File: src/rtl/mux_pindai.sv
// Registered KANAL-to-1 channel selector with direct-select and auto-scan modes.
// Latency: 1 cycle from accepted input to first output beat; a scan emits KANAL beats back to back.
// Backpressure: out_ready=0 freezes the output register and scan pointer; in_ready drops while the output is stalled or a scan is running.
//
// Ports:
//   clk, rst                 clock and asynchronous active-high reset
//   masukan                  KANAL channels packed, channel c at [c*LEBAR +: LEBAR]
//   selector, mode           channel index (direct) and mode (0 direct, 1 scan), taken on input transfer
//   in_valid / in_ready      input handshake
//   keluaran, out_kanal      selected channel data and its index
//   out_valid / out_ready    output handshake
//   sel_err, scan_done       per-beat qualifiers: out-of-range selector, last beat of a scan
module mux_pindai #(
    parameter int KANAL = 4,
    parameter int LEBAR = 1
) (
    input  logic                     clk,
    input  logic                     rst,
    input  logic [KANAL*LEBAR-1:0]   masukan,
    input  logic [$clog2(KANAL)-1:0] selector,
    input  logic                     mode,
    input  logic                     in_valid,
    output logic                     in_ready,
    output logic [LEBAR-1:0]         keluaran,
    output logic [$clog2(KANAL)-1:0] out_kanal,
    output logic                     out_valid,
    input  logic                     out_ready,
    output logic                     sel_err,
    output logic                     scan_done
);

    localparam int SW = $clog2(KANAL);

    typedef enum logic {
        IDLE = 1'b0,
        SCAN = 1'b1
    } state_t;

    state_t                 state;
    logic [SW-1:0]          ptr;
    logic [KANAL*LEBAR-1:0] snapshot;

    logic                   load;
    logic                   in_xfer;
    logic [LEBAR-1:0]       dir_dat;
    logic                   dir_hit;
    logic [LEBAR-1:0]       scan_dat;

    // The output register may take a new beat when empty or being drained.
    assign load     = !out_valid || out_ready;
    assign in_ready = (state == IDLE) && load;
    assign in_xfer  = in_valid && in_ready;

    // Direct-mode lookup. A selector that matches no channel (only possible
    // for non-power-of-2 KANAL) yields zero data and clears dir_hit.
    always_comb begin
        dir_dat = '0;
        dir_hit = 1'b0;
        for (int c = 0; c < KANAL; c++) begin
            if (selector == SW'(c)) begin
                dir_dat = masukan[c*LEBAR +: LEBAR];
                dir_hit = 1'b1;
            end
        end
    end

    // Scan-mode lookup from the latched snapshot; ptr never exceeds KANAL-1.
    always_comb begin
        scan_dat = '0;
        for (int c = 0; c < KANAL; c++) begin
            if (ptr == SW'(c)) begin
                scan_dat = snapshot[c*LEBAR +: LEBAR];
            end
        end
    end

    always_ff @(posedge clk or posedge rst) begin
        if (rst) begin
            state     <= IDLE;
            ptr       <= '0;
            snapshot  <= '0;
            keluaran  <= '0;
            out_kanal <= '0;
            out_valid <= 1'b0;
            sel_err   <= 1'b0;
            scan_done <= 1'b0;
        end else begin
            case (state)
                IDLE: begin
                    if (in_xfer) begin
                        out_valid <= 1'b1;
                        scan_done <= 1'b0;
                        if (!mode) begin
                            keluaran  <= dir_dat;
                            out_kanal <= selector;
                            sel_err   <= !dir_hit;
                        end else begin
                            // Channel 0 goes out straight from the input so the
                            // first scan beat has the same latency as direct mode.
                            snapshot  <= masukan;
                            keluaran  <= masukan[LEBAR-1:0];
                            out_kanal <= '0;
                            sel_err   <= 1'b0;
                            ptr       <= SW'(1);
                            state     <= SCAN;
                        end
                    end else if (out_ready) begin
                        out_valid <= 1'b0;
                    end
                end
                SCAN: begin
                    if (load) begin
                        keluaran  <= scan_dat;
                        out_kanal <= ptr;
                        out_valid <= 1'b1;
                        sel_err   <= 1'b0;
                        if (ptr == SW'(KANAL - 1)) begin
                            scan_done <= 1'b1;
                            ptr       <= '0;
                            state     <= IDLE;
                        end else begin
                            scan_done <= 1'b0;
                            ptr       <= ptr + 1'b1;
                        end
                    end
                end
                default: begin
                    state <= IDLE;
                end
            endcase
        end
    end

endmodule

File: config.mk
export PLATFORM = sky130hd
export DESIGN_NAME = mux_pindai
export DESIGN_NICKNAME = d
export VERILOG_FILES = /design/src/rtl/mux_pindai.sv
export SDC_FILE = /design/constraint.sdc
export NUM_CORES = 1
export LEC_CHECK = 0
export ABC_AREA = 1
export BUFFER_PORTS_ARGS = -buffer_cell sky130_fd_sc_hd__buf_2
export CAP_MARGIN = 20
export CORE_MARGIN = 4
export CORE_UTILIZATION = 46
export CTS_BUF_LIST = sky130_fd_sc_hd__clkbuf_8
export CTS_CLUSTER_DIAMETER = 60
export DETAILED_ROUTE_END_ITERATION = 10
export GPL_ROUTABILITY_DRIVEN = 0
export PLACE_DENSITY_LB_ADDON = 0.15
export SETUP_SLACK_MARGIN = 0.3
export SYNTH_ARGS = -nofsm -noshare
export SYNTH_HDL_FRONTEND = slang
export SYNTH_SLANG_ARGS = --single-unit
File: constraint.sdc
create_clock -name clk -period 1.35 [get_ports clk]
set_input_delay 0.2025 -clock clk [delete_from_list [all_inputs] [get_ports clk]]
set_output_delay 0.2025 -clock clk [all_outputs]
set_load 0.01 [all_outputs]
# Word-level counts from Yosys, hierarchy flattened
# Cells that the tools add are included.
# word_totals
register_bits	13
in_bits	11
output_inout_bits	7
wordCells	73
# op_classes
addsub	1
n_eq_ne	10
n_mux	42
bitwise_logic	1
reduce_logical	11
# op_table
op	count
1-bit two-way mux	28
2-bit two-way mux	7
1-bit case mux with 2 select lines	5
2-bit equality test (second input constant)	4
2-bit case mux with 2 select lines	2
3-bit AND reduction	2
2-bit by 1-bit equality test with 1-bit output (second input constant)	2
2-bit logical NOT	2
2-bit != test (second input constant)	2
2-bit AND reduction	2
3-bit != test (second input constant)	1
2-bit by 1-bit adder with 2-bit output (second input constant)	1
1-bit logical AND	2
1-bit logical NOT	2
2-bit by 1-bit != test with 1-bit output (second input constant)	1
1-bit logical OR	1
1-bit inverter	1

# Longest topological paths before layout
# Gate-level depths: netlist (run 1).
# logic_depth
ltp_word	9
depth_mapped	10
depth_no_buf	10

# Least setup slack after synthesis (run 1)
# OpenSTA, ideal clock, no wires.
# synth_timing
path_kind	reg2reg
from	register ptr[0]
to	register keluaran
setup_time_ps	113
arrival_time_ps	1026
required_time_ps	1237
path_slack_ps	211
stages_incl_launch_ff	9
n_path_buf	0
period_less_slack_ps	1139
path_cell_list	dfrtp_1 inv_1 ha_1 a21oi_1 nand2_1 nand2_1 nand3_1 nand2_1 inv_1
# synth_via
elab_chain_cells	7
word_cells_on_any_way	10
cone_classes	3 x eq/ne; 6 x mux; 1 x reduce/logical
# synth_rtl
element	line_no	text
start, declared	40	logic [SW-1:0] ptr;
start signal, assigned	123	ptr <= ptr + 1'b1;
2-bit logical NOT	71	if (ptr == SW'(c)) begin
1-bit two-way mux (3 in series)	71	
1-bit two-way mux *	71	
1-bit two-way mux *	112	if (load) begin
1-bit case mux with 2 select lines *	88	case (state)
end signal, assigned	94	keluaran <= dir_dat;
end signal, assigned	101	keluaran <= masukan[LEBAR-1:0];
end signal, assigned	113	keluaran <= scan_dat;
end, declared	24	output logic [LEBAR-1:0] keluaran,
# Every way passes the cells marked *; elsewhere a longest branch is shown, timed or not. The select of a mux whose other input is x is not followed.
# A chain may end at the register's enable or synchronous reset.

# Worst setup path after layout (run 1)
# Same ends and word-level chain as after synthesis.

==> metrics.cfg, run 1 <==
[layout]
multi_input_area_um2=413
area_delta_synth_final_pct=42.9
fillers=135
n_antenna_cell=0
fin_util_pct=69.7
seq_area_um2=329
drive_gt1_share_pct=50.4
nets=137

[sta]
tightest_slew_ns=0.516
hold_viol_final=13
max-slew-margin-rel_pct=65.6
report.final.slew_viol_count=0
rsz0062_at_grt=yes
timing.fmax_mhz=824
hold_slack_ns=-0.0161
period_minus_slack_ns=1.21
setup_tns_ns=0
finalSetupViolations=0
fin_crit_sh_pct=89.9
finClkSkew_ns=0.00248

[die]
boundaryPins=18
core-area_um2=1520
fp-row-count=14
start_util_pct=48.8
chipHeight_um=48.2
dieWidth_um=48.2
dieArea_um2=2320

[power_and_ir_drop]
p_switching_uw=945
power_density_nw_per_um2=2130
p_leak_nw=0.563
comb_power_share_pct=52.4
clockPowerShare_pct=14.9
seqPwrFrac_pct=32.7
internal_power_mw=1.32
vdd_drop_max_v=0.00102
sw_frac_of_total_pct=41.7

[routing]
route.detailed.drc=0
wl_per_cell_um=13.3
avgViaCountPerCell=4.87
drtIter0Drc=12
first_pass_iters=4
via_count=667
antenna_left=0
routed_wl_um=1820

[global_routing]
grt_overflow=0
track_usage_pct=18.5
grt_max_degree=14
antenna_found_initial=0
first_global_vias=615
grt_pass1_wl_um=2860

[synth]
synthTopCellsByArea=dfrtp_1 (44%), nand2_1 (13%), inv_1 (9.1%)
synth_seq_cells=13
syn_area_um2=743
synth_fp_nets=106
netlist_top_cells_count=nand2_1 (26), inv_1 (18), dfrtp_1 (13)
async_reset_ff_share_pct=100
netlist.area_leader.share_pct=43.8
synth_edf_count=0
synth.avg_cell_area_um2=8.17
synth_top_cell_by_area=dfrtp_1
yosysSeqAreaShare_pct=43.8
ys.flop_type=dfrtp_1
yosysUniqueCellTypes=19
synth.most_common_cell=nand2_1
syn_inst=91
yosysWarningCount=0

[setup_path]
crit_path_end_kind=flip-flop
cpPeakStageDelay_ns=0.45
start_kind=flip-flop
required_ns=1.49
crit_type=reg -> reg
cp_data_arrival_time_ns=1.35
path_common_cell=nand2_1
slowest_stage=dfrtp_2
crit_chain=inv_4 > ha_4 > nand2_2 > nand2_2 > nand3_2 > nand2_1 > nand2_1 > nand3_1 > nand2_1 > inv_1
critPathMaxFanout=5

[status]
status=finished with violations
violations=negative hold slack

[clock_network]
cts_made_buffers=3
clk_pin_slew_ns=0.05
h-tree-depth=1
clkSinkCount=13
postCtsHoldBufs=0
clk_path_buf_depth=2
clockRootBuffer=clkbuf_8
cts_tree=yes
insertion_delay_ns=0.24

[placement]
port_buffers=17
hpwl_um=1190

[worst_hold_path]
hold_class=in -> async

[run]
maxCapViolCount=0

[layout by cell type, fill, tap and decap left out, types with 3 or more instances in the layout]
master	Yosys	routed
inv_2	1	3
inv_1	18	15
buf_2	0	16
nand2_2	0	6
dfrtp_2	0	3
clkbuf_8	0	3
nand3_1	4	3
nand2_1	26	20
dfrtp_1	13	10
buf_4	0	9
o21ai_1	0	3
ha_4	0	3
[power groups by stage]
stage / clock network [mW] / registers (mW) / logic [mW]
after floorplan: 0 / 0.683 / 0.608
after global placement: 0 / 0.710 / 0.766
after detailed placement: 0 / 0.712 / 0.771
after CTS: 0.344 / 0.706 / 1.02
after global routing: 0.368 / 0.765 / 1.30
final: 0.338 / 0.740 / 1.19
[cells by family (layout without fill, tap and decap cells)]
kind of cell	after synthesis	in the layout	synth area share [%]
flip-flops	13	13	43.8
adder cells (fa/ha/maj)	4	4	6.73
buffers and inverters	21	51	12.3
AND/OR/NAND/NOR	39	39	25.1
AO/OA/AOI/OAI	14	14	12.1
[state kept, by name, indices dropped and copies added (netlist names)]
name and count:
keluaran 1, out_kanal 2, out_valid 1, ptr 2, scan_done 1, sel_err 1, snapshot 4, state 1
[worst max-delay path: cells and delay by family (launching register included)]
kind,cells,cell delay (ns)
simple gates,7,0.40
flops,1,0.45
fa+ha+maj,1,0.15
buf+inv,2,0.11
[path summary, 6_finish.rpt]
check,start,endpoint,slack (ns),depth (start not counted)
worst min register to register,sel_err,sel_err,0.47,2
min in group clk,masukan[1],snapshot[1],0.19,3
worst max-delay path,ptr[0],keluaran,0.14,10
worst min-delay path,rst,keluaran,-0.02,2
max in group asynchronous,rst,ptr[0],0.99,2
worst max register to register,ptr[0],keluaran,0.14,10
[metrics by stage]
| step | area, um2 | worst slack [ns] | hold WS [ns] | power (mW) | instances |
|---|---|---|---|---|---|
| final | 1060 | 0.136 | -0.0161 | 2.26 | 137 |
| after global routing | 1060 | 0.0520 | 0.0318 | 2.43 | 137 |
| after CTS | 991 | 0.160 | 0.00653 | 2.07 | 135 |
| after detailed placement | 837 | 0.0550 | 0.265 | 1.48 | 123 |
| after global placement | 837 | 0.0484 | 0.254 | 1.48 | 123 |
| after floorplan | 743 | 0.231 | 0.0795 | 1.29 | 91 |
[timing repair]
item | CTS | global route
pin swaps | 5 | 8
setup endpoints to repair | 14 | 12
buffers inserted | 8 | 2
resized for setup | 19 | 15
[layer usage]
metal  track usage, %  vias up  routed length (um)
met5                0        -                   0
met4             8.06        0                  34
met3             3.32        5                  87
met2             28.9       22                 873
met1             24.9      302                 822
li1                 -      338                   -
[area by class of cell]
type,instances,area share (%)
sequential,13,31.0
clock inverter,1,0.353
multi-input combinational,57,38.9
tap,16,1.88
inverter,20,8.01
clock buffer,3,3.89
timing repair buffer,27,16.0
Note: power is estimated with default switching activity, not from simulation.
==> run 2: changes to the inputs <==
--- a/config.mk
+++ b/config.mk
@@ -9,7 +9,7 @@
 export BUFFER_PORTS_ARGS = -buffer_cell sky130_fd_sc_hd__buf_2
 export CAP_MARGIN = 20
 export CORE_MARGIN = 4
-export CORE_UTILIZATION = 46
+export CORE_UTILIZATION = 54
 export CTS_BUF_LIST = sky130_fd_sc_hd__clkbuf_8
 export CTS_CLUSTER_DIAMETER = 60
 export DETAILED_ROUTE_END_ITERATION = 10
==> constraint.sdc (replaced) <==
create_clock -name clk -period 1.35 [get_ports clk]
set_input_delay 0.2025 -clock clk [delete_from_list [all_inputs] [get_ports clk]]
set_output_delay 0.2025 -clock clk [all_outputs]
set_load 0.02 [all_outputs]
==> run 2 against run 1 <==
The run now ends clean. Clock skew hardly changed. Final cell count rose by 1.5%. Cell area grew 4.0%. Worst hold slack improved by 0.19 ns. Global-route usage up 1.8 points. Via count rose by 13%. Register-to-register slack lost 0.09 ns. Largest cell class unchanged. Critical path type unchanged.
==> metrics.cfg, run 2 (synthesis results as in run 1) <==
[status]
status=finished, final reports clean

[layout]
fillers=68  ; -50%
n_antenna_cell=0  ; unchanged
layout_common_cells=nand2_1 (20), buf_2 (16), inv_1 (15), dfrtp_1 (9), buf_4 (7)
layout_commonest_cell=nand2_1
registers.top_by_ff_count=snapshot
nets=140  ; +2.2%
fin_util_pct=84.9  ; +15 points
largestRegisters=snapshot: 4 flops, out_kanal: 2 flops, ptr: 2 flops
drive_gt1_share_pct=50.0  ; -0.41 points
layoutNonFillerInstCount=139  ; +1.5%
largest_reg_flops=4  ; unchanged
area_delta_synth_final_pct=48.7
fin_area_um2=1100  ; +4.0%

[sta]
report.final.slew_viol_count=0  ; unchanged
rsz0062_at_grt=yes
tightest_slew_ns=0.506  ; -0.00934 ns
max-slew-margin-rel_pct=66.2  ; +0.62 points
finClkSkew_ns=0.00241  ; -0.0000681 ns
timing.fmax_mhz=767  ; -6.9%
fin_crit_sh_pct=96.6  ; +6.7 points
finalSetupViolations=0  ; unchanged
period_minus_slack_ns=1.30  ; +0.0906 ns
hold_slack_ns=0.177  ; +0.193 ns
setup_tns_ns=0  ; unchanged
hold_viol_final=0  ; -13
fin_ws_ns=0.0455  ; -0.0906 ns

[placement]
port_buffers=17  ; unchanged
place_area_um2=847  ; +1.2%
placed_cells=122  ; -0.81%
place_ws_ns=0.0410  ; -0.0139 ns
hpwl_um=1210  ; +2.0%

[global_routing]
grt_pass1_wl_um=2940  ; +2.7%
antenna_found_initial=0  ; unchanged
first_global_vias=659  ; +7.2%
track_usage_pct=20.3  ; +1.8 points
grt_max_degree=14  ; unchanged
grt_overflow=0  ; unchanged

[setup_path]
required_ns=1.49  ; about the same
start_kind=flip-flop
crit_type=reg -> reg
ff2ff_setup_slack_ns=0.05  ; -0.09 ns
critPathMaxFanout=5  ; unchanged
crit_path_end_kind=flip-flop
cp_data_arrival_time_ns=1.45  ; +0.10 ns

[power_and_ir_drop]
fin_total_pwr_mw=2.44  ; +7.8%
p_leak_nw=0.581  ; +3.1%
vdd_drop_max_v=0.00156  ; +53%
power_density_nw_per_um2=2210  ; +3.7%

[clock_network]
cts_tree=yes
cts_made_buffers=3  ; unchanged
h-tree-depth=1  ; unchanged
insertion_delay_ns=0.24  ; about the same
clkSinkCount=13  ; unchanged
clk_path_buf_depth=2  ; unchanged
clk_pin_slew_ns=0.06  ; about the same
clockRootBuffer=clkbuf_8

[die]
start_util_pct=57.1  ; +8.3 points
fp-row-count=13  ; -1
dieArea_um2=2030  ; -12%
dieWidth_um=45.1  ; -6.4%
chipHeight_um=45.1  ; -6.4%
core-area_um2=1300  ; -15%
boundaryPins=18  ; unchanged

[routing]
first_pass_iters=4  ; unchanged
via_count=751  ; +13%
routed_wl_um=2220  ; +22%
wl_per_cell_um=15.9  ; +20%
drtIter0Drc=40  ; +28
antenna_left=0  ; unchanged
avgViaCountPerCell=5.40  ; +11%
route.detailed.drc=0  ; unchanged

[run]
maxCapViolCount=0  ; unchanged

[worst_hold_path]
hold_class=in -> reg

-- run 2: cell count changes in the layout (fill, tap and decap cells not counted), moves of 2 or more --
cell,delta
nor2_4,+2
o21ai_1,-2
buf_6,+3
nor2_2,-2
buf_4,-2
o21ai_2,+2
-- run 2: routing by layer --
layer | up-vias | part of all wire [%] | wire length [um] | GRT usage [%]
li1 | 347 | - | - | -
met1 | 363 | 38 | 835 | 23.4
met2 | 35 | 55 | 1220 | 34.5
met3 | 6 | 4.8 | 106 | 4.78
met4 | 0 | 2.2 | 49 | 11.1
met5 | - | 0 | 0 | 0
-- run 2: path summary, 6_finish.rpt --
path | startpoint | to | depth (start not counted)
worst min register to register | out_kanal[0] | out_kanal[0] | 2
max in group asynchronous | rst | ptr[0] | 3
min in group asynchronous | rst | out_valid | 3
worst max register to register | ptr[1] | keluaran | 10
worst max-delay path | ptr[1] | keluaran | 10
worst min-delay path | masukan[2] | snapshot[2] | 3
-- run 2: power by group --
| group | switching, mW | leakage [nW] | total [mW] | internal (mW) |
|---|---|---|---|---|
| clock | 0.144 | 0.0269 | 0.346 | 0.201 |
| combinational | 0.769 | 0.397 | 1.36 | 0.586 |
| sequential | 0.173 | 0.157 | 0.741 | 0.568 |
| total | 1.09 | 0.581 | 2.44 | 1.36 |
-- run 2: timing repair --
item                                    CTS  global route
hold endpoints to repair                  6             0
resized for setup                        14            21
gates cloned                              1             0
hold buffers                              1             0
setup buffers                             7             4
pin swaps                                 5             5
endpoints found under the setup margin   14            13
-- run 2: layout make-up --
cell class              count  area (um2)  share of cell area, %
well taps                  15        18.8                   1.70
inverters                  20        90.1                   8.15
repair buffers             29         199                   18.0
clock inverters             1        3.75                  0.340
flip-flops and latches     13         330                   29.9
clock buffers               3        41.3                   3.74
multi-input cells          58         422                   38.2
-- run 2: critical path: stages, from the launching register on --
cell and delay [ns]:
dfrtp_2 0.45, inv_4 0.07, ha_4 0.16, inv_1 0.07, nand2_1 0.06, nand3_1 0.08
nand2_1 0.05, nand2_1 0.08, nand3_1 0.08, nand2_1 0.07, inv_1 0.04
